<file path="src/rtl/parity_encode_scheduler.sv">
// parity_encode_scheduler: round-robin share of one majority-bit encoder between
// two requesters, with a single registered output stage tagged by source.
module parity_encode_scheduler #(
   parameter int CNT_W = 8
) (
   input  logic             clk,
   input  logic             rst,
   input  logic             a_valid,
   input  logic [6:0]       a_data,
   input  logic             a_mode,
   output logic             a_ready,
   input  logic             b_valid,
   input  logic [6:0]       b_data,
   input  logic             b_mode,
   output logic             b_ready,
   output logic             out_valid,
   output logic [7:0]       out_data,
   output logic             out_src,
   input  logic             out_ready,
   output logic [CNT_W-1:0] cnt_a,
   output logic [CNT_W-1:0] cnt_b
);
   typedef enum logic {EMPTY, FULL} state_t;
   state_t r_state, w_next;
   logic r_ptr;
   logic w_free, w_gnt_a, w_gnt_b, w_gnt, w_mode, w_bit;
   logic [6:0] w_d;
   logic [2:0] w_ones;
   assign w_free  = (r_state == EMPTY) || out_ready;
   // r_ptr=0 favours A on a tie, r_ptr=1 favours B
   assign w_gnt_a = w_free && a_valid && (!b_valid || !r_ptr);
   assign w_gnt_b = w_free && b_valid && (!a_valid || r_ptr);
   assign w_gnt   = w_gnt_a || w_gnt_b;
   assign a_ready = w_gnt_a;
   assign b_ready = w_gnt_b;
   assign w_d     = w_gnt_b ? b_data : a_data;
   assign w_mode  = w_gnt_b ? b_mode : a_mode;
   assign w_ones  = 3'($countones(w_d));
   assign w_bit   = w_mode ? (w_ones >= 3'd4) : (w_ones <= 3'd3);
   assign out_valid = (r_state == FULL);
   always_comb begin
      w_next = r_state;
      if (w_gnt)
         w_next = FULL;
      else if (out_ready)
         w_next = EMPTY;
   end
   always_ff @(posedge clk) begin
      if (rst) begin
         r_state  <= EMPTY;
         r_ptr    <= 1'b0;
         out_data <= '0;
         out_src  <= 1'b0;
         cnt_a    <= '0;
         cnt_b    <= '0;
      end else begin
         r_state <= w_next;
         if (w_gnt) begin
            out_data <= {w_d[6:4], w_bit, w_d[3:0]};
            out_src  <= w_gnt_b;
            r_ptr    <= w_gnt_a;
         end
         if (w_gnt_a)
            cnt_a <= cnt_a + 1'b1;
         if (w_gnt_b)
            cnt_b <= cnt_b + 1'b1;
      end
   end
endmodule

</file>
<file path="config.mk">
export PLATFORM = sky130hd
export DESIGN_NAME = parity_encode_scheduler
export DESIGN_NICKNAME = d
export VERILOG_FILES = /design/src/rtl/parity_encode_scheduler.sv
export SDC_FILE = /design/constraint.sdc
export NUM_CORES = 1
export LEC_CHECK = 0
export ABC_AREA = 1
export BUFFER_PORTS_ARGS = -buffer_cell sky130_fd_sc_hd__buf_2
export CAP_MARGIN = 20
export CORE_MARGIN = 2
export CORE_UTILIZATION = 54
export DETAILED_ROUTE_END_ITERATION = 8
export PLACE_DENSITY = 0.84
export SKIP_CTS_REPAIR_TIMING = 1
export SYNTH_ARGS = -nofsm -noshare
export SYNTH_HDL_FRONTEND = slang
export SYNTH_SLANG_ARGS = --single-unit
</file>
<file path="constraint.sdc">
create_clock -name clk -period 6.2 [get_ports clk]
set_clock_uncertainty 0.15 [all_clocks]
set_input_delay 0.31 -clock clk [delete_from_list [all_inputs] [get_ports clk]]
set_output_delay 0.31 -clock clk [all_outputs]
set_load 0.005 [all_outputs]
</file>
==> summary.md <==
| Metric | Value |
|---|---|
| Result of the run | `complete, no violations` |
| Total global routing overflow | `0` |
| Count of warnings emitted by yosys | `0` |
| Final Core Density | `0.649` |
| Clock insertion delay at the later pin of the skew report | `310 ps` |
| Maximum vdd drop | `163 µV` |
| Number of clock sinks | `27` |
| Post-Syn Nets | `237` |
| Floorplan Core Area | `2710 µm²` |
| GRT Util Overall | `0.200` |
| Vias per inst | `4.93` |
| Clock Pin Slew Worst Setup and Hold Paths | `140 ps` |
| Sum of negative setup slack | `0 ps` |
| Initial antenna violation count | `0` |
| Worst slack, placed | `2770 ps` |
| Maximum level of the CTS H-tree | `1` |
| Number of top-level design ports | `49` |
| Most common cell in the synthesized netlist | `nand2_1` |
| Final setup margin | `2840 ps` |
| TritonCTS clock tree | `done` |
| Worst max-slew margin expressed relative to the limit | `0.720` |
| Leakage power | `0.917 nW` |
| Vias in the first global route | `1,221` |
| Setup-failing EPs final | `0` |
| Ratio of final minimum period to clock period | `0.542` |
| Longest Clk Path Bufs | `2` |
| Area of the mapped netlist | `1510 µm²` |
| Commonest cells in the netlist | `nand2_1 (56), inv_1 (36), dfxtp_1 (27), a21oi_1 (21)` |
| CP startpoint kind | `register` |
| Die footprint | `3230 µm²` |
| Cell Rows | `19` |
| Residual antenna-violating net count after detailed routing | `0` |
| Chip Width | `56.9 µm` |
| Slew Viols, Final | `0` |
| Number of filler cells placed in the layout | `241` |
| First-pass detailed-route iteration total | `4` |
| Most area-consuming cells after synthesis | `dfxtp_1 (36%), nand2_1 (14%), inv_1 (9.0%)` |
| Placer congestion estimate | `0.848` |
| Maximum capacitance violations | `0` |
| Synth Flop Type | `dfxtp_1` |
| Maximum fanout encountered on the critical timing path | `21` |
| Clock Tree Root | `clkbuf_4` |
| Crit. End Element | `register` |
| Average wire per cell in the routed design | `10.5 µm` |
| TritonCTS buffer count | `3` |
| RSZ-0062 raised after global routing | `false` |
| Detailed-route DRC error count | `0` |
| DRC marker count from the first detailed-route iteration | `54` |
| Count of unique library cells instantiated by Yosys | `29` |
| Slack of the worst reg-to-reg path | `2840 ps` |
| Count of flip-flops with a built-in enable after synthesis | `0` |
| Number of instances in the synthesized netlist | `210` |
| Number of antenna diodes | `0` |
| Share of the yosys chip area belonging to registers | `0.358` |
| Pin count of the biggest net entering global routing | `22` |
| Layout cell share with drive strength beyond 1 | `0.259` |
| Power density over the cells | `196 nW/µm²` |
| Final Hold Vio Count | `0` |
| Placed wire-length estimate after detailed placement | `2340 µm` |
| Classification of the worst-slack hold path | `in2reg` |
| Post-route total power | `0.344 mW` |
| Top cell type's share of synthesized area | `0.358` |
| Minimum clock period after layout | `3360 ps` |
| Vert. Die Dim | `56.9 µm` |
| Layout overhead on the synthesized area | `16.5%` |
| Number of input and output port buffers inserted | `48` |
| Startpoint-to-endpoint class of the critical path | `reg2reg` |
| Cell taking the most area after synthesis | `dfxtp_1` |
| #FFs+latches synth | `27` |
| Wire length reported by the detailed router | `3020 µm` |
| Final-stage net count | `283` |
| Data required time at the worst endpoint | `6280 ps` |
| Measured slew at the worst slew-check pin | `420 ps` |
| Arrival time at the worst endpoint | `3440 ps` |
| Fraction of registers with async set or reset after synthesis | `0` |
| Max Clk Rate | `297 MHz` |
| Mean area per synthesized cell | `7.19 µm²` |
| Wire length of the first global-routing pass | `5250 µm` |
| Total via count after detailed routing | `1,410` |
| Starting utilization of the core area | `0.557` |
[layer usage]
| layer | up-vias | track usage | share of wire |
|---|---|---|---|
| met4 | 0 | 0.0498 | 0.0060 |
| met5 | - | 0 | 0 |
| met1 | 631 | 0.268 | 0.47 |
| met3 | 2 | 0.0253 | 0.043 |
| li1 | 746 | - | - |
| met2 | 31 | 0.341 | 0.48 |
[state kept, by name (all words and copies together) (netlist names)]
register,count
out_data,8
out_valid,1
cnt_b,8
r_ptr,1
out_src,1
cnt_a,8
[worst max-delay path, stage by stage (launching register included)]
cell and delay, ps:
dfxtp_1 350, inv_1 70, nand2_2 70, nand3_4 220, inv_4 130, nand2_1 80
and2_1 140, inv_1 60, fa_1 530, inv_1 50, fa_1 470, inv_1 50
fa_1 370, inv_1 80, fa_1 170, inv_1 40, nand3_1 70, nand3_1 70
nand2_1 60, inv_1 30
[area by class of cell]
type	count	area, µm²	share of cell area
timing repair buffer	48	240	0.137
clock buffer	4	26.3	0.0149
tap	31	38.8	0.0221
multi-input combinational	138	767	0.436
sequential	27	541	0.307
inverter	38	145	0.0826
[placed cells by master (no fill, tap or decap)]
master     n
nand2_1   56
buf_2     48
inv_1     36
dfxtp_1   27
a21oi_1   21
nand3_1    9
o21ai_0    9
nor2_1     5
and2_1     4
nor3_2     4
o21ai_1    4
nand4_1    4
fa_1       4
nand2_2    3
clkbuf_4   3
or2_1      2
o21ai_2    2
and3_1     2
a21oi_2    2
ha_1       2
nand3_2    1
inv_2      1
nand3_4    1
inv_4      1
o21a_1     1
nor3_1     1
xnor2_1    1
clkbuf_1   1
[final timing paths]
kind / start / to / cells after the start
setup reg to reg: r_ptr / out_data[4] / 19
hold reg to reg: out_src / out_src / 2
hold / removal: a_data[5] / out_data[6] / 3
setup / recovery: r_ptr / out_data[4] / 19
[where the power goes]
part / leakage [nW] / internal, mW / switching (mW)
clock: 0.0150 / 0.0251 / 0.0493
sequential: 0.221 / 0.184 / 0.00625
combinational: 0.681 / 0.0321 / 0.0471
[metrics by stage]
stage	cell area (µm²)	instances	hold WS (ps)
5_1_grt	1760	286	131
2_1_floorplan	1510	210	230
3_3_place_gp	1730	282	301
4_1_cts	1760	286	135
6_report	1760	286	146
3_5_place_dp	1730	282	300
[logic make-up (layout without fill, tap and decap cells)]
logic type,after synthesis,after routing,share of synthesized area
AND/OR/NAND/NOR,92,92,0.292
buffers and inverters,45,90,0.133
AO/OA/AOI/OAI,39,39,0.141
flip-flops,27,27,0.358
adder cells (fa/ha/maj),6,6,0.0697
XOR/XNOR,1,1,0.00581
Note: power is estimated with default switching activity, not from simulation.
